[src/rtl/accum_exec_unit.sv]
// Execution unit fed by the operand accumulator: captures r0..r2 on op_en, runs
// single-cycle ALU ops or an iterative shift-add MUL/MAC, and hands results to writeback.
module accum_exec_unit #(
  parameter int WIDTH = 8,
  parameter int CNT_W = 2
) (
  input  logic             clk,
  input  logic             rst_n,
  input  logic             put_en,
  input  logic             op_en,
  input  logic [3:0]       opcode,
  input  logic [WIDTH-1:0] r0,
  input  logic [WIDTH-1:0] r1,
  input  logic [WIDTH-1:0] r2,
  input  logic             result_ready,
  output logic             busy,
  output logic             result_valid,
  output logic [WIDTH-1:0] result,
  output logic             flag_z,
  output logic             flag_c,
  output logic             err_operands,
  output logic             err_overrun
);

  localparam int IW = $clog2(WIDTH) + 1;
  localparam logic [3:0] OP_MUL = 4'd10;
  localparam logic [3:0] OP_MAC = 4'd11;

  typedef enum logic [1:0] {
    IDLE = 2'd0,
    ITER = 2'd1,
    DONE = 2'd2
  } state_t;

  state_t state_r, state_next_s;

  function automatic logic [CNT_W-1:0] req_count(input logic [3:0] op);
    case (op)
      4'd0, 4'd6:                                     req_count = CNT_W'(1);
      4'd1, 4'd2, 4'd3, 4'd4, 4'd5, 4'd7, 4'd8, 4'd10: req_count = CNT_W'(2);
      4'd9, 4'd11:                                    req_count = CNT_W'(3);
      default:                                        req_count = CNT_W'(0);
    endcase
  endfunction

  logic [CNT_W-1:0]   cnt_r;
  logic [3:0]         op_r;
  logic [2*WIDTH-1:0] mcand_r, prod_r, prod_step_s;
  logic [WIDTH-1:0]   mplier_r, addend_r;
  logic [IW-1:0]      iter_r;
  logic [2*WIDTH:0]   mac_full_s;
  logic               accept_s, enough_s, is_mul_s, last_s;
  logic [WIDTH-1:0]   alu_res_s;
  logic               alu_c_s;
  logic [WIDTH:0]     sum2_s, diff_s, shl_s, shr_s;
  logic [WIDTH+1:0]   sum3_s;

  assign accept_s    = (state_r == IDLE) && op_en && !put_en;
  assign enough_s    = (cnt_r >= req_count(opcode));
  assign is_mul_s    = (opcode == OP_MUL) || (opcode == OP_MAC);
  assign last_s      = (iter_r == IW'(WIDTH - 1));
  assign prod_step_s = prod_r + (mplier_r[0] ? mcand_r : {(2*WIDTH){1'b0}});
  assign mac_full_s  = {1'b0, prod_step_s} + {{(WIDTH+1){1'b0}}, addend_r};

  // Shifts carry one guard bit so the last bit shifted out lands in a fixed position.
  assign sum2_s = {1'b0, r0} + {1'b0, r1};
  assign diff_s = {1'b0, r0} - {1'b0, r1};
  assign sum3_s = {2'b00, r0} + {2'b00, r1} + {2'b00, r2};
  assign shl_s  = {1'b0, r0} << r1[2:0];
  assign shr_s  = {r0, 1'b0} >> r1[2:0];

  // Single-cycle ALU result and carry for the opcode presented with op_en.
  always_comb begin
    alu_res_s = {WIDTH{1'b0}};
    alu_c_s   = 1'b0;
    case (opcode)
      4'd0: alu_res_s = r0;
      4'd1: begin alu_res_s = sum2_s[WIDTH-1:0]; alu_c_s = sum2_s[WIDTH]; end
      4'd2: begin alu_res_s = diff_s[WIDTH-1:0]; alu_c_s = diff_s[WIDTH]; end
      4'd3: alu_res_s = r0 & r1;
      4'd4: alu_res_s = r0 | r1;
      4'd5: alu_res_s = r0 ^ r1;
      4'd6: alu_res_s = ~r0;
      4'd7: begin alu_res_s = shl_s[WIDTH-1:0]; alu_c_s = shl_s[WIDTH]; end
      4'd8: begin alu_res_s = shr_s[WIDTH:1]; alu_c_s = shr_s[0]; end
      4'd9: begin alu_res_s = sum3_s[WIDTH-1:0]; alu_c_s = |sum3_s[WIDTH+1:WIDTH]; end
      default: begin alu_res_s = {WIDTH{1'b0}}; alu_c_s = 1'b0; end
    endcase
  end

  // Next-state logic.
  always_comb begin
    state_next_s = state_r;
    case (state_r)
      IDLE: begin
        if (accept_s && enough_s) begin
          state_next_s = is_mul_s ? ITER : DONE;
        end else begin
          state_next_s = IDLE;
        end
      end
      ITER: begin
        if (last_s) begin
          state_next_s = DONE;
        end else begin
          state_next_s = ITER;
        end
      end
      DONE: begin
        if (result_ready) begin
          state_next_s = IDLE;
        end else begin
          state_next_s = DONE;
        end
      end
      default: state_next_s = IDLE;
    endcase
  end

  // State, status outputs, error pulses and operand count.
  always_ff @(posedge clk or negedge rst_n) begin
    if (!rst_n) begin
      state_r      <= IDLE;
      busy         <= 1'b0;
      result_valid <= 1'b0;
      err_operands <= 1'b0;
      err_overrun  <= 1'b0;
      cnt_r        <= {CNT_W{1'b0}};
    end else begin
      state_r      <= state_next_s;
      busy         <= (state_next_s != IDLE);
      result_valid <= (state_next_s == DONE);
      err_operands <= accept_s && !enough_s;
      err_overrun  <= (state_r != IDLE) && op_en;
      if (accept_s) begin
        cnt_r <= {CNT_W{1'b0}};
      end else if (put_en && !op_en && (cnt_r != {CNT_W{1'b1}})) begin
        cnt_r <= cnt_r + CNT_W'(1);
      end
    end
  end

  // Operand capture, multiply iteration and result/flag registers.
  always_ff @(posedge clk or negedge rst_n) begin
    if (!rst_n) begin
      op_r     <= 4'd0;
      mcand_r  <= {(2*WIDTH){1'b0}};
      mplier_r <= {WIDTH{1'b0}};
      prod_r   <= {(2*WIDTH){1'b0}};
      addend_r <= {WIDTH{1'b0}};
      iter_r   <= {IW{1'b0}};
      result   <= {WIDTH{1'b0}};
      flag_z   <= 1'b0;
      flag_c   <= 1'b0;
    end else if ((state_r == IDLE) && accept_s && enough_s) begin
      op_r <= opcode;
      if (is_mul_s) begin
        mcand_r  <= {{WIDTH{1'b0}}, r0};
        mplier_r <= r1;
        prod_r   <= {(2*WIDTH){1'b0}};
        addend_r <= (opcode == OP_MAC) ? r2 : {WIDTH{1'b0}};
        iter_r   <= {IW{1'b0}};
      end else begin
        result <= alu_res_s;
        flag_z <= (alu_res_s == {WIDTH{1'b0}});
        flag_c <= alu_c_s;
      end
    end else if (state_r == ITER) begin
      prod_r   <= prod_step_s;
      mcand_r  <= {mcand_r[2*WIDTH-2:0], 1'b0};
      mplier_r <= {1'b0, mplier_r[WIDTH-1:1]};
      iter_r   <= iter_r + IW'(1);
      if (last_s) begin
        if (op_r == OP_MAC) begin
          result <= mac_full_s[WIDTH-1:0];
          flag_z <= (mac_full_s[WIDTH-1:0] == {WIDTH{1'b0}});
          flag_c <= |mac_full_s[2*WIDTH:WIDTH];
        end else begin
          result <= prod_step_s[WIDTH-1:0];
          flag_z <= (prod_step_s[WIDTH-1:0] == {WIDTH{1'b0}});
          flag_c <= |prod_step_s[2*WIDTH-1:WIDTH];
        end
      end
    end
  end

endmodule

[config.mk]
export PLATFORM = sky130hd
export DESIGN_NAME = accum_exec_unit
export DESIGN_NICKNAME = d
export VERILOG_FILES = /design/src/rtl/accum_exec_unit.sv
export SDC_FILE = /design/constraint.sdc
export NUM_CORES = 1
export LEC_CHECK = 0
export BUFFER_PORTS_ARGS = -buffer_cell sky130_fd_sc_hd__buf_2
export CORE_ASPECT_RATIO = 2
export CORE_MARGIN = 2
export CORE_UTILIZATION = 40
export DETAILED_ROUTE_END_ITERATION = 16
export PLACE_DENSITY = 0.66
export SYNTH_ARGS = -nofsm -noshare
export SYNTH_HDL_FRONTEND = slang
export SYNTH_SLANG_ARGS = --single-unit
[constraint.sdc]
create_clock -name clk -period 8.1 [get_ports clk]
set_input_delay 1.62 -clock clk [delete_from_list [all_inputs] [get_ports clk]]
set_output_delay 1.62 -clock clk [all_outputs]
set_load 0.02 [all_outputs]
### Word-level counts from Yosys, hierarchy flattened

Memory sizes are Yosys's and may differ from the RTL's.
Cells that the tools add are included.
W data, S select, Z words.

| storage, ports and cells | value |
|---|---|
| flip-flop bits (word level) | 74 |
| ROM bits | 32 |
| input port bits | 33 |
| memories | 1 |
| logic and storage cells | 117 |
| output and inout port bits | 14 |

Memories:

| memory | words | width | rd ports | clocked after memory_dff | wr ports | RTL line | text |
|---|---|---|---|---|---|---|---|
| (name not given) | 16 | 2 | 1 | 0 | 0 | 38 | `case (op)` |

| operators by class | value |
|---|---|
| bitwise operators | 4 |
| multiplexer cells | 38 |
| eq/ne operators | 19 |
| reductions and logical operators | 29 |
| add/sub/neg operators | 8 |
| $lt $le $gt $ge | 1 |
| shift-type cells | 2 |

Operator list:

| cell | count |
|---|---|
| $mux W16 | 7 |
| $pmux W8 S10 | 1 |
| $mux W8 | 9 |
| $logic_not A8 Y1 | 3 |
| $eq A4 B3 Y1 const B | 5 |
| $eq A4 B4 Y1 const B | 5 |
| $add A8 B8 Y9 | 2 |
| $add A16 B8 Y17 | 1 |
| $add A16 B16 Y16 | 1 |
| $mux W2 | 6 |
| $mux W4 | 3 |
| $add A9 B8 Y10 | 1 |
| $mux W1 | 10 |
| $reduce_bool A2 Y1 | 5 |
| $logic_and A1 B1 Y1 | 9 |
| $reduce_or A9 Y1 | 1 |
| $shl A8 B3 Y9 | 1 |
| $shr A9 B3 Y9 | 1 |
| $sub A8 B8 Y9 | 1 |
| $and A8 B8 Y8 | 1 |
| $eq A4 B2 Y1 const B | 2 |
| $not A8 Y8 | 1 |
| $or A8 B8 Y8 | 1 |
| $reduce_or A8 Y1 | 1 |
| 17 further kinds | 23 |

### Depth between registers and ports, before layout

| logic depth | value |
|---|---|
| word-level depth | 8 |
| gate-level depth with buffers | 16 |

### Least setup slack after synthesis

OpenSTA, ideal clock, no wires.

| timing | value |
|---|---|
| kind | input port to flip-flop |
| start point | in r1[0] |
| end point | reg flag_z |
| slack | 3963 ps |
| cell stages on the path | 13 |
| buffers on the path | 1 |
| data required time | 8005 ps |
| arrival | 4041 ps |
| cells stage by stage | buf_2 inv_1 fa_1 inv_1 ha_1 fa_1 a211oi_1 nor2_1 o21a_1 nor2_1 xnor2_1 a221o_1 o31ai_1 |

| between the ends | value |
|---|---|
| cells in the longest elaborated chain, start to end | 6 |
| elaborated cells between the ends (all ways) | 13 |
| those cells by class | 4 x add/sub; 2 x shift; 3 x mux; 3 x bitwise; 1 x reduce/logical |

Ends and longest elaborated chain:

| element | RTL line | text |
|---|---|---|
| start: declaration | 13 | `input logic [WIDTH-1:0] r1,` |
| $add A8 B8 Y9 | 66, 68 |  |
| $add A9 B8 Y10 | 68 | `assign sum3_s = {2'b00, r0} + {2'b00, r1} + {2'b00, r2};` |
| $pmux W8 S10 * | 76 | `case (opcode)` |
| $logic_not A8 Y1 * | 165 | `flag_z <= (alu_res_s == {WIDTH{1'b0}});` |
| $mux W1 * | 157 | `if (is_mul_s) begin` |
| $mux W1 * | 155 | `end else if ((state_r == IDLE) && accept_s && enough_s) begin` |
| end signal: assignment | 165 |  |
| end signal: assignment | 176 | `flag_z <= (mac_full_s[WIDTH-1:0] == {WIDTH{1'b0}});` |
| end signal: assignment | 180 | `flag_z <= (prod_step_s[WIDTH-1:0] == {WIDTH{1'b0}});` |
| end: declaration | 19 | `output logic flag_z,` |

Every way passes the cells marked *; elsewhere a longest branch is shown, timed or not. The select of a mux whose other input is x is not followed.
A chain may end at the register's enable or synchronous reset.

### Worst setup path after layout

| timing | value |
|---|---|
| start point | in opcode[0] |
| end point | reg flag_c |

| between the ends | value |
|---|---|
| cells in the longest elaborated chain, start to end | 5 |
| elaborated cells between the ends (all ways) | 18 |
| those cells by class | 1 x order compare; 8 x eq/ne; 3 x mux; 5 x reduce/logical; 1 x memory |

Ends and longest elaborated chain:

| element | RTL line | text |
|---|---|---|
| start: declaration | 11 | `input logic [3:0] opcode,` |
| $mem_v2 Z16 W2 | -- |  |
| $ge A2 B2 Y1 | 59 | `assign enough_s = (cnt_r >= req_count(opcode));` |
| $logic_and A1 B1 Y1 | 155 |  |
| $ne A2 B2 Y1 (no source line) / $reduce_bool A2 Y1 (equally long branches) | -- |  |
| $reduce_and A3 Y1 (no source line) | -- |  |
| end signal: assignment | 166 | `flag_c <= alu_c_s;` |
| end signal: assignment | 177 | `flag_c <= \|mac_full_s[2*WIDTH:WIDTH];` |
| end signal: assignment | 181 | `flag_c <= \|prod_step_s[2*WIDTH-1:WIDTH];` |
| end: declaration | 20 | `output logic flag_c,` |

Parallel ways exist; a longest one is shown, timed or not. The select of a mux whose other input is x is not followed.

==> metrics <==
PwrDens between 200 and 250 nW/um^2; first-pass GRT wire length between 30000 and 40000 um; period utilization a little over 60%; Port Buffers 46; crit-path cells buf_2 > nor2_1 > o21ai_0 > nand2_1 > ha_1 > nand2b_1 > a21oi_1 > and2b_1 > nand2_1 > and2_1 > nor4b_1 > a32oi_1 > o41a_1; Yosys top cell area share 27.5%; multi-input logic area 4540 sq um; clock latency on the worst-skew pair 0.34 ns; row cnt 67; Root Buffer clkbuf_16; crit-path max FO 35; nets@finish between 900 and 1000; Yosys reg bits 74; Critical Path RT between 8 and 9 ns; MaxCap Viol Count 0; Hold EP result[6]; Routed Antenna Nets 0; register area 1850 sq um; Total Die Area 18000 sq um; wire per inst between 15 and 20 um; synthesis-to-layout area growth 9.38%; DR vias between 6000 and 7000; Die W about 96 um; reg2reg path depth 15; PostCTS Resize Cnt 0; Post-synth EDFFs 0; Hold Fails Final Rpt 0; hold path startpoint result[6]; setup_tns 0 ns; RSZ-0062 raised after global routing false; clock sinks 74; Worst R2R Start mplier_r[0]; Setup violations, final 0; unique cell type count in the Yosys netlist 74; synthesized net count approximately 900; status finished clean; Pins Over Slew Limit 0; Die H around 190 um; share of cells above drive strength 1 between 10% and 20%; leading area contributor after synthesis dfrtp_1; cell depth of the worst hold path 1; FF-to-FF End flag_z; min Tclk post-route a little over 5 ns; n_diodes 0; Fillers between 1500 and 2000; top post-synthesis cells by area dfrtp_1, ha_1, nand2_1; Final HPWL DP ~15000 um; Synth Area per Inst ~8.3 sq um; Worst Setup End Kind register; ys async rst share 100%; largest net degree at the start of global routing 75; cts bufs inserted 9; Hold WC Path Type reg2reg; depth of the CTS H-tree 3; Worst Path Arrival 5.27 ns; Crit path depth 13; CTS clk-pin slew, worst paths approximately 0.060 ns; Post-Syn Instances between 800 and 900; most frequent cells in the layout nand2_1, o21ai_0, dfrtp_1, ha_1, nor2_1; leading cell type in the layout, fill and taps excluded nand2_1; clock skew 0.00646 ns; DR vias/cell about 6; Max clock buf depth 2; I/O pin count 47; CP Buf/Inv Count 1; CP most frequent cell nand2_1; starting DRC count in detailed routing 524; post-layout util between 40 and 50%; crit path kind in2reg; CTS tree yes; CP startpoint kind input pin; GRT overflow 0; GRT Total Usage a little under a quarter; fmax approximately 0.20 GHz; Worst path top cell family by delay simple AND/OR/NAND/NOR gates; DRC viols 0; leakage about 3.4 nW; Post-Syn Area ~6700 sq um; Crit-path slowest cell and2b_1; hold_buf cts 0; GP Congestion approximately 0.93; reg-to-reg slack, setup between 3 and 4 ns; Slew Limit Headroom 26.7%; slew of the pin with the lowest slew margin 1.10 ns; Seq/Total Area, Yosys roughly 27%; vias in the first global route roughly 6100; Synth Warn # 0; WL final a little under 20000 um; Starting Density 40.6%; initial antenna violation count 0; Synth Flop Type dfrtp_1; drt pass-1 iters 6; CORE AREA between 15000 and 20000 sq um; Largest stage delay, worst path 0.77 ns; post-CTS setup buffers 0; Peak supply drop around 0.00013 V
flip-flops by register name, indices dropped and copies added (netlist names):
register / flops
cnt_r: 2
addend_r: 8
mplier_r: 8
busy: 1
result_valid: 1
flag_c: 1
prod_r: 16
err_overrun: 1
mcand_r: 16
state_r: 2
err_operands: 1
flag_z: 1
iter_r: 4
result: 8
op_r: 4
final cells by class:
class / instances / share of cell area, %
Multi-Input combinational cell: 646 / 61.6
Sequential cell: 74 / 25.1
Tap cell: 207 / 3.52
Timing Repair Buffer: 49 / 3.46
Clock buffer: 10 / 3.11
Inverter: 45 / 2.29
Clock inverter: 6 / 0.900
per-stage QoR:
stage	std cells	total power, mW	setup slack, ns	hold WS [ns]	cell area (sq um)
5_1_grt	1037	1.95	2.59	0.511	7370
3_5_place_dp	1021	1.41	2.76	0.461	7070
6_report	1037	1.80	3.05	0.467	7370
2_1_floorplan	807	1.17	3.96	0.445	6740
4_1_cts	1037	1.81	3.10	0.474	7370
3_3_place_gp	1021	1.38	2.83	0.455	7070
kinds of logic (layout without fill, tap and decap cells):
family                   Yosys count  in the layout  share of synthesized area [%]
AO/OA/AOI/OAI                    237            237                           23.1
XOR/XNOR                          27             27                           3.51
adder cells (fa/ha/maj)           74             74                           15.2
buffers and inverters             87            110                           5.18
flip-flops                        74             74                           27.5
multiplexers                      30             30                           5.85
AND/OR/NAND/NOR                  278            278                           19.7
power by group:
group | switching (mW) | internal (mW) | total, mW
Clock | 0.161 | 0.239 | 0.400
Sequential | 0.105 | 0.506 | 0.611
Combinational | 0.491 | 0.303 | 0.794
Total | 0.756 | 1.05 | 1.80
cells in the mapped netlist (5+ instances only):
cell	count
clkbuf_1	27
a21oi_1	44
mux4_2	7
nor2_1	51
dfrtp_1	74
o221ai_1	5
and2_1	18
nand3_1	22
mux2i_1	18
nor3_1	19
nand4_1	5
a31oi_1	5
fa_1	13
ha_1	61
a21o_1	11
inv_1	44
xnor2_1	16
xor2_1	11
a22oi_1	7
o21ai_0	79
o22ai_1	7
nand2b_1	14
buf_2	12
a211oi_1	19
o211ai_1	10
nor3b_1	7
nor2b_1	5
nand2_1	113
worst register-to-register path: cells and delay by family (launching register included):
kind / cells / cell delay, ns
flops: 1 / 0.58
fa+ha+maj: 3 / 1.00
xor+xnor: 2 / 0.54
compound gates: 8 / 1.39
simple gates: 2 / 0.82
worst max-delay path by stage:
| stage | endpoint | slack [ns] | startpoint |
|---|---|---|---|
| final | flag_c | 3.05 | opcode[0] |
| after global routing | mcand_r[7] | 2.59 | opcode[0] |
| after CTS | mcand_r[1] | 3.10 | opcode[0] |
| after detailed placement | mcand_r[1] | 2.76 | opcode[0] |
| after global placement | flag_c | 2.83 | opcode[0] |
| after floorplan | flag_z | 3.96 | r1[0] |
per-layer routing:
layer	wire, um	global-route usage, %
met1	8450	32.5
met2	9310	35.4
met3	1350	3.37
met4	659	7.53
met5	0	0
Note: power is estimated with default switching activity, not from simulation.
